**config.mk**
```make
export PLATFORM = sky130hd
export DESIGN_NAME = csa_resolver
export DESIGN_NICKNAME = d
export VERILOG_FILES = /design/src/rtl/csa_resolver.sv
export SDC_FILE = /design/constraint.sdc
export NUM_CORES = 1
export LEC_CHECK = 0
export CORE_MARGIN = 1.5
export CORE_UTILIZATION = 40
export CTS_BUF_LIST = sky130_fd_sc_hd__clkbuf_16
export DETAILED_ROUTE_END_ITERATION = 16
export GPL_ROUTABILITY_DRIVEN = 0
export GPL_TIMING_DRIVEN = 0
export PLACE_DENSITY = 0.65
export SETUP_SLACK_MARGIN = 0.02
export SLEW_MARGIN = 25
export SYNTH_ARGS = -nofsm -noshare
export SYNTH_HDL_FRONTEND = slang
export SYNTH_SLANG_ARGS = --single-unit
```
**constraint.sdc**
```tcl
create_clock -name clk -period 3.55 [get_ports clk]
set_input_delay 0.71 -clock clk [delete_from_list [all_inputs] [get_ports clk]]
set_output_delay 0.71 -clock clk [all_outputs]
set_load 0.05 [all_outputs]
```
**src/rtl/csa_resolver.sv**
```systemverilog
// Carry-save frame accumulator: absorbs redundant (sum, carry) beats without
// carry propagation, then resolves the total CHUNK bits per cycle.
module csa_resolver #(
  parameter int W     = 24,
  parameter int IN_W  = 16,
  parameter int CHUNK = 8
) (
  input  logic            clk,
  input  logic            reset,
  input  logic            in_valid,
  output logic            in_ready,
  input  logic [IN_W-1:0] in_sum,
  input  logic [IN_W-1:0] in_carry,
  input  logic            in_last,
  output logic            out_valid,
  input  logic            out_ready,
  output logic [W-1:0]    out_data,
  output logic            busy
);

  // state   | meaning
  // ACCUM   | accepting beats into the carry-save pair
  // RESOLVE | rippling acc_s + acc_c one chunk per cycle
  // OUTPUT  | holding the resolved total until out_ready
  typedef enum logic [1:0] {ACCUM, RESOLVE, OUTPUT} state_t;

  localparam int NCH = W / CHUNK;
  localparam int KW  = (NCH > 1) ? $clog2(NCH) : 1;

  state_t          state, state_nxt;
  logic [W-1:0]    acc_s, acc_c;
  logic [KW-1:0]   k;
  logic            cin;
  logic            accept;
  logic [W-1:0]    op_a, op_b;
  logic [W-1:0]    l1_s, l1_c, l2_s, l2_c;
  logic [CHUNK:0]  csum;

  assign accept = in_valid && in_ready;

  // Two 3:2 levels reduce {acc_s, acc_c, sum, carry<<1} to a new pair.
  assign op_a = W'(in_sum);
  assign op_b = W'({in_carry, 1'b0});
  assign l1_s = acc_s ^ acc_c ^ op_a;
  assign l1_c = W'({(acc_s & acc_c) | (acc_s & op_a) | (acc_c & op_a), 1'b0});
  assign l2_s = l1_s ^ l1_c ^ op_b;
  assign l2_c = W'({(l1_s & l1_c) | (l1_s & op_b) | (l1_c & op_b), 1'b0});

  assign csum = {1'b0, acc_s[k*CHUNK +: CHUNK]} + {1'b0, acc_c[k*CHUNK +: CHUNK]}
              + {{CHUNK{1'b0}}, cin};

  always_ff @(posedge clk) begin
    if (reset) state <= ACCUM;
    else       state <= state_nxt;
  end

  always_comb begin
    state_nxt = state;
    case (state)
      ACCUM:   if (accept && in_last) state_nxt = RESOLVE;
      RESOLVE: if (k == KW'(NCH - 1)) state_nxt = OUTPUT;
      OUTPUT:  if (out_ready) state_nxt = ACCUM;
      default: state_nxt = ACCUM;
    endcase
  end

  always_comb begin
    in_ready  = (state == ACCUM);
    out_valid = (state == OUTPUT);
    busy      = (state != ACCUM);
  end

  always_ff @(posedge clk) begin
    if (reset) begin
      acc_s    <= '0;
      acc_c    <= '0;
      k        <= '0;
      cin      <= 1'b0;
      out_data <= '0;
    end else begin
      case (state)
        ACCUM: begin
          if (accept) begin
            acc_s <= l2_s;
            acc_c <= l2_c;
            if (in_last) begin
              k   <= '0;
              cin <= 1'b0;
            end
          end
        end
        RESOLVE: begin
          // Carry out of the top chunk is dropped: result wraps mod 2^W.
          out_data[k*CHUNK +: CHUNK] <= csum[CHUNK-1:0];
          cin <= csum[CHUNK];
          k   <= k + 1'b1;
        end
        OUTPUT: begin
          if (out_ready) begin
            acc_s <= '0;
            acc_c <= '0;
          end
        end
        default: ;
      endcase
    end
  end

endmodule

```
# After elaboration in Yosys (flattened, before gate mapping)
# Index checks and enable logic that the tools add are counted.
word_totals:
  inputBits: 37
  latch_bits: 0
  wordCells: 61
  romBits: 0
  memories: 0
  register_bits: 77
  mem_bits_rw: 0
classes:
  n_mul: 0
  mux: 16
  n_shift: 4
  addsub: 4
  n_reduce_logical: 9
  magnitude_cmp: 0
  n_eq_ne: 8
  n_bitwise: 14
  n_div: 0
ops:
  columns: ["op", "n"]
  rows:
  - ["$pmux 24 s2", 2]
  - ["$or 23x23->23", 4]
  - ["$mux 24", 3]
  - ["$shiftx 24x6->8", 2]
  - ["$xor 24x24->24", 2]
  - ["$and 23x16->23", 2]
  - ["$and 23x17->23", 2]
  - ["$and 23x23->23", 2]
  - ["$neg 5->34", 1]
  - ["$shift 8x34->24 const A", 1]
  - ["$shiftx 8x34->24", 1]
  - ["$bwmux 24", 1]
  - ["$xor 24x16->24", 1]
  - ["$xor 24x17->24", 1]
  - ["$mux 2", 5]
  - ["$add 8x8->9", 1]
  - ["$add 9x1->9", 1]
  - ["$reduce_and 3->1", 3]
  - ["$ne 2x1->1 const B", 4]
  - ["$pmux 2 s3", 1]
  - ["$reduce_bool 2->1", 3]
  - ["$eq 2x2->1 const B", 2]
  - ["$pmux 2 s2", 1]
  - ["$add 2x1->2 const B", 1]
  - ["other kinds (6)", 8]

# Depth between registers and ports, before layout
logic_depth:
  word_depth: 8
  ltp_mapped: 12
  depth_no_buf: 11

# Worst setup path after synthesis
# Ideal clock, no wire load.
synth_timing:
  path_type: "register to register"
  start: "reg k[1]"
  end: "reg out_data[4]"
  synth_period_minus_slack_ns: 2.864
  setup_time_ns: 0.074
  t_required_ns: 3.476
  arrival_ns: 2.790
  setup_slack_ns: 0.686
  path_stages_with_launch: 13
  path_cell_list: "dfxtp_1 -> buf_2 -> inv_1 -> nor2_1 -> clkbuf_1 -> a21oi_1 -> fa_1 -> fa_1 -> inv_1 -> a21o_1 -> a21oi_1 -> or3_1 -> a31oi_1"
synth_via:
  elab_chain_len: 5
  word_cells_on_any_way: 8
synth_lines:
  columns: ["item", "line", "text"]
  rows:
  - ["start: declaration", "32", "logic [KW-1:0] k;"]
  - ["start signal: assignment", "96", "k <= k + 1'b1;"]
  - ["$shiftx 24x6->8", "49", "assign csum = {1'b0, acc_s[k*CHUNK +: CHUNK]} + {1'b0, acc_c[k*CHUNK +: CHUNK]}"]
  - ["$add 8x8->9", "49", null]
  - ["$add 9x1->9", "50", "+ {{CHUNK{1'b0}}, cin};"]
  - ["$shiftx 8x34->24", "94", "out_data[k*CHUNK +: CHUNK] <= csum[CHUNK-1:0];"]
  - ["$bwmux 24 (*)", "94", null]
  - ["end signal: indexed assignment", "94", null]
  - ["end: declaration", "17", "output logic [W-1:0] out_data,"]
# Every way passes the cells marked *; elsewhere a longest branch is shown, timed or not.
# A chain may end at the register's enable or synchronous reset.

# Final worst setup path
layout_timing:
  start: "reg k[1]"
  end: "reg out_data[6]"
# The elaborated chain is that of the path after synthesis.

==> impl.org <==
** Routing
- Average vias per placed instance :: 5.42
- Summing over every cut layer, the via total after detailed routing is 3,520.
- Aggregate routed wire length :: 11,000 µm
- Remaining design rule violation count :: 0
- Dividing the detail-routed wire length by the instance count gives 17.0 µm.
- DRC marker count from the first detailed-route iteration :: 191
- Count of antenna-violating nets left after detailed routing :: 0
- Number of detailed-route iterations in the first pass :: 5

** Global route
- Largest net degree at the start of global routing :: 13
- Overall Global Routing Usage :: 0.213
- After global routing the overflow that remains totals 0.
- Number of antenna violations at the first check in global routing :: 0
- The number of global-route vias before repair was 3,593.
- First-pass GRT wire length :: 18,500 µm

** Critical path
- The critical path in this run is classified as flop to flop.
- The largest single stage delay on the critical path is 450 ps.
- On the critical path the largest part of the delay comes from adder cells.
- Data arrives at the worst endpoint at 3470 ps.
- At the worst endpoint, the required time is 3790 ps.
- Slowest stage cell, crit path :: sky130_fd_sc_hd__fa_1
- The worst register-to-register path has a depth of 12.
- The critical path goes through buf_2 -> inv_1 -> nor2_2 -> clkbuf_2 -> a21oi_1 -> fa_1 -> fa_1 -> inv_1 -> a211oi_1 -> o21ai_0 -> xnor2_1 -> o31ai_1.
- Worst path depth :: 12
- The startpoint identified for the worst register-to-register timing path is k[1].
- Of all nets on the critical path, the largest fanout is 10.
- CP Capture Type :: flop
- The worst setup path is launched from a flop.
- Counting both buffers and inverters, the worst setup path holds a total of 4.
- Crit Reg-Reg Endpoint :: out_data[6]
- Register-to-register setup slack :: 330 ps

** STA
- Final hold analysis gives a worst-case slack of 485 ps.
- Final Slew Violations :: 0
- Setup repair after global routing missed its margin :: false
- Endpoints failing hold :: 0
- Final number of setup-violating endpoints :: 0
- Max Freq :: 310 MHz
- Share of the cycle needed by the critical path after routing :: 0.908
- For the final routed database, the setup TNS stands at 0 ps.
- The clock arrives with 5.87 ps of skew.
- For the pin with the worst max-slew slack, the measured transition is 633 ps.
- Measured against its own limit, the worst slew margin works out to 0.578.
- After layout, the minimum clock period comes to 3220 ps.

** Placed design
- Once detailed placement completed, the half-perimeter wirelength came to 8280 µm.
- After detailed placement, the total cell area comes to 0.00504 mm².
- Number of port buffers :: 63
- In this run, placement finished with an instance count of 634.

** Floorplan
- Placement row count :: 37
- Core outline area :: 0.0103 mm²
- The floorplan step set the die height to 106 µm.
- Die X :: 106 µm
- Initial Utilization :: 0.410
- Number of primary I/O pins :: 64
- The die covers 0.0112 mm².

** Min path
- Worst hold path type :: flop to flop
- Hold wc startpoint :: out_data[9]
- For hold timing, the worst endpoint is out_data[9].
- Number of cells on the worst hold path :: 2

** Clock network
- TritonCTS Buffers :: 9
- In this run the deepest clock path goes through 2 buffers.
- For this design, the CTS-stage hold fixing added 0 buffers.
- Clock tree synthesis selected as its root buffer the cell sky130_fd_sc_hd__clkbuf_16.
- CTS saw 75 sinks.
- In this run the post-CTS setup repair buffer count came out at 0.
- Count of H-tree levels built during CTS :: 3
- Source-to-sink clock delay at the later pin of the worst-skew pair :: 330 ps
- After clock tree synthesis, the clock-pin slew on the worst setup and hold paths is 60 ps.
- Resized cells post-CTS :: 0
- TritonCTS built the clock tree.

** Finish
- Ratio of cells with drive above 1 in the final layout :: 0.0720
- Summing all multi-input logic gate instances after layout gives 0.00256 mm².
- The area growth from synthesis to layout is 26.9%.
- Diodes inserted :: 0
- Sequential Area :: 0.00150 mm²
- Total non-filler cell area in the finished layout :: 0.00538 mm²
- Number of nets in the finished design :: 604
- The layout has 929 filler cells.
- Number of standard cells in the final layout excluding fillers :: 650

** Synthesis
- Nets in the synthesized netlist :: 530
- The synthesized design contains 75 register bits.
- Fraction of the yosys area taken by sequential cells :: 0.354
- Each instance of the synthesized netlist takes up on average 9.74 µm².
- Netlist cell types :: 44
- Async set-reset flop share out of synthesis :: 0
- Number of synthesized flops with an enable pin :: 0
- Number of warnings issued by yosys :: 0
- Predominant post-synthesis flop cell :: sky130_fd_sc_hd__dfxtp_1
- Synthesis produced a netlist whose cell count is 435.
- The cell area that synthesis handed to floorplanning was 0.00424 mm².

** Power
- Maximum vdd ir drop :: 228 µV
- Power density cells :: 480 mW/mm²
- For this design the static power due to leakage is 0.00219 µW.

** Run status
- Status :: completed

** Run
- Max-cap violations :: 0
## stage by stage
step | power, µW | setup slack, ps | util
after detailed placement | 1560 | 176 | 0.488
after global routing | 2720 | 115 | 0.521
after global placement | 1540 | 189 | 0.488
after floorplan | 1360 | 686 | -
after CTS | 2590 | 150 | 0.521
final | 2580 | 325 | 0.521
## metal layers
layer | track usage | part of all wire | routed length, µm | vias up
met2 | 0.344 | 0.47 | 5140 | 99
met5 | 0 | 0 | 0 | -
met1 | 0.284 | 0.46 | 5100 | 1711
met4 | 0.0869 | 0.031 | 338 | 0
met3 | 0.0349 | 0.041 | 458 | 24
li1 | - | - | - | 1686
## worst min-delay path, delay by kind of cell (launching register included)
family | cells | cell delay, ps
flip-flops | 1 | 320
AND/OR/NAND/NOR | 1 | 70
AO/OA/AOI/OAI | 1 | 60
## cell families after synthesis
group,Yosys count,synth area share
xor gates and xnor gates,5,0.0103
adders and majority gates,58,0.228
and+or+nand+nor,137,0.159
buffers and inverters,40,0.0410
AOI/OAI and AO/OA,104,0.170
muxes,16,0.0381
DFF,75,0.354
## layout make-up
| type | instances | share of cell area |
|---|---|---|
| clock buffers | 9 | 0.0419 |
| plain buffers | 26 | 0.0228 |
| multi-input cells | 320 | 0.477 |
| clock inverters | 7 | 0.0205 |
| well taps | 136 | 0.0316 |
| flip-flops and latches | 75 | 0.279 |
| inverters | 14 | 0.00977 |
| repair buffers | 63 | 0.117 |
## placed cells by master (no fill, tap or decap), types with 2 or more instances in the layout
cell / netlist / final
sky130_fd_sc_hd__a31o_2: 2 / 2
sky130_fd_sc_hd__xor2_1: 3 / 3
sky130_fd_sc_hd__bufinv_16: 0 / 3
sky130_fd_sc_hd__clkdlybuf4s50_1: 0 / 63
sky130_fd_sc_hd__o22ai_1: 2 / 2
sky130_fd_sc_hd__nand3b_1: 12 / 12
sky130_fd_sc_hd__fa_1: 32 / 32
sky130_fd_sc_hd__and3_1: 2 / 2
sky130_fd_sc_hd__o311ai_0: 3 / 3
sky130_fd_sc_hd__clkbuf_1: 14 / 13
sky130_fd_sc_hd__inv_1: 14 / 17
sky130_fd_sc_hd__nand3_2: 2 / 2
sky130_fd_sc_hd__ha_1: 26 / 26
sky130_fd_sc_hd__nand2_1: 21 / 21
sky130_fd_sc_hd__or4_1: 3 / 3
sky130_fd_sc_hd__a22oi_1: 49 / 49
sky130_fd_sc_hd__nand2b_1: 2 / 2
sky130_fd_sc_hd__nor2_2: 1 / 2
sky130_fd_sc_hd__nand3_1: 11 / 11
sky130_fd_sc_hd__dfxtp_1: 75 / 75
sky130_fd_sc_hd__o21ai_0: 13 / 13
sky130_fd_sc_hd__a21oi_1: 16 / 16
sky130_fd_sc_hd__mux2i_1: 15 / 15
sky130_fd_sc_hd__a2bb2oi_1: 5 / 5
sky130_fd_sc_hd__a211oi_1: 2 / 2
sky130_fd_sc_hd__nor2b_1: 3 / 3
sky130_fd_sc_hd__o31ai_1: 5 / 5
sky130_fd_sc_hd__nor2_1: 72 / 71
sky130_fd_sc_hd__buf_2: 10 / 10
sky130_fd_sc_hd__xnor2_1: 2 / 2
sky130_fd_sc_hd__a21o_1: 3 / 3
sky130_fd_sc_hd__clkbuf_16: 0 / 9
## cell usage after synthesis (3+ instances only)
cell type                    n  share of area
sky130_fd_sc_hd__a21o_1      3         0.0053
sky130_fd_sc_hd__a21oi_1    16          0.019
sky130_fd_sc_hd__a22oi_1    49          0.087
sky130_fd_sc_hd__a2bb2oi_1   5          0.010
sky130_fd_sc_hd__buf_2      10          0.012
sky130_fd_sc_hd__clkbuf_1   14          0.012
sky130_fd_sc_hd__dfxtp_1    75           0.35
sky130_fd_sc_hd__fa_1       32           0.15
sky130_fd_sc_hd__ha_1       26          0.077
sky130_fd_sc_hd__inv_1      14          0.012
sky130_fd_sc_hd__mux2i_1    15          0.035
sky130_fd_sc_hd__nand2_1    21          0.019
sky130_fd_sc_hd__nand3_1    11          0.013
sky130_fd_sc_hd__nand3b_1   12          0.021
sky130_fd_sc_hd__nor2_1     72          0.064
sky130_fd_sc_hd__nor2b_1     3         0.0044
sky130_fd_sc_hd__o21ai_0    13          0.015
sky130_fd_sc_hd__o311ai_0    3         0.0062
sky130_fd_sc_hd__o31ai_1     5         0.0089
sky130_fd_sc_hd__or4_1       3         0.0053
sky130_fd_sc_hd__xor2_1      3         0.0062
## worst max path at each step
| stage | end | slack, ps | startpoint |
|---|---|---|---|
| 6_report | out_data[6] | 330 | k[1] |
| 5_1_grt | out_data[14] | 120 | k[1] |
| 4_1_cts | out_data[6] | 150 | k[1] |
| 3_5_place_dp | out_data[6] | 180 | k[1] |
| 3_3_place_gp | out_data[6] | 190 | k[1] |
| 2_1_floorplan | out_data[4] | 690 | k[1] |
## where the power goes
part / switching [µW] / internal [µW] / total, µW
sequential: 60.2 / 898 / 958
clock: 357 / 680 / 1040
combinational: 325 / 259 / 585
## sequential cells by signal, summed over array words and instances (netlist names)
register	flops
acc_c	22
acc_s	24
cin	1
k	2
out_data	24
state	2
Note: power is estimated with default switching activity, not from simulation.
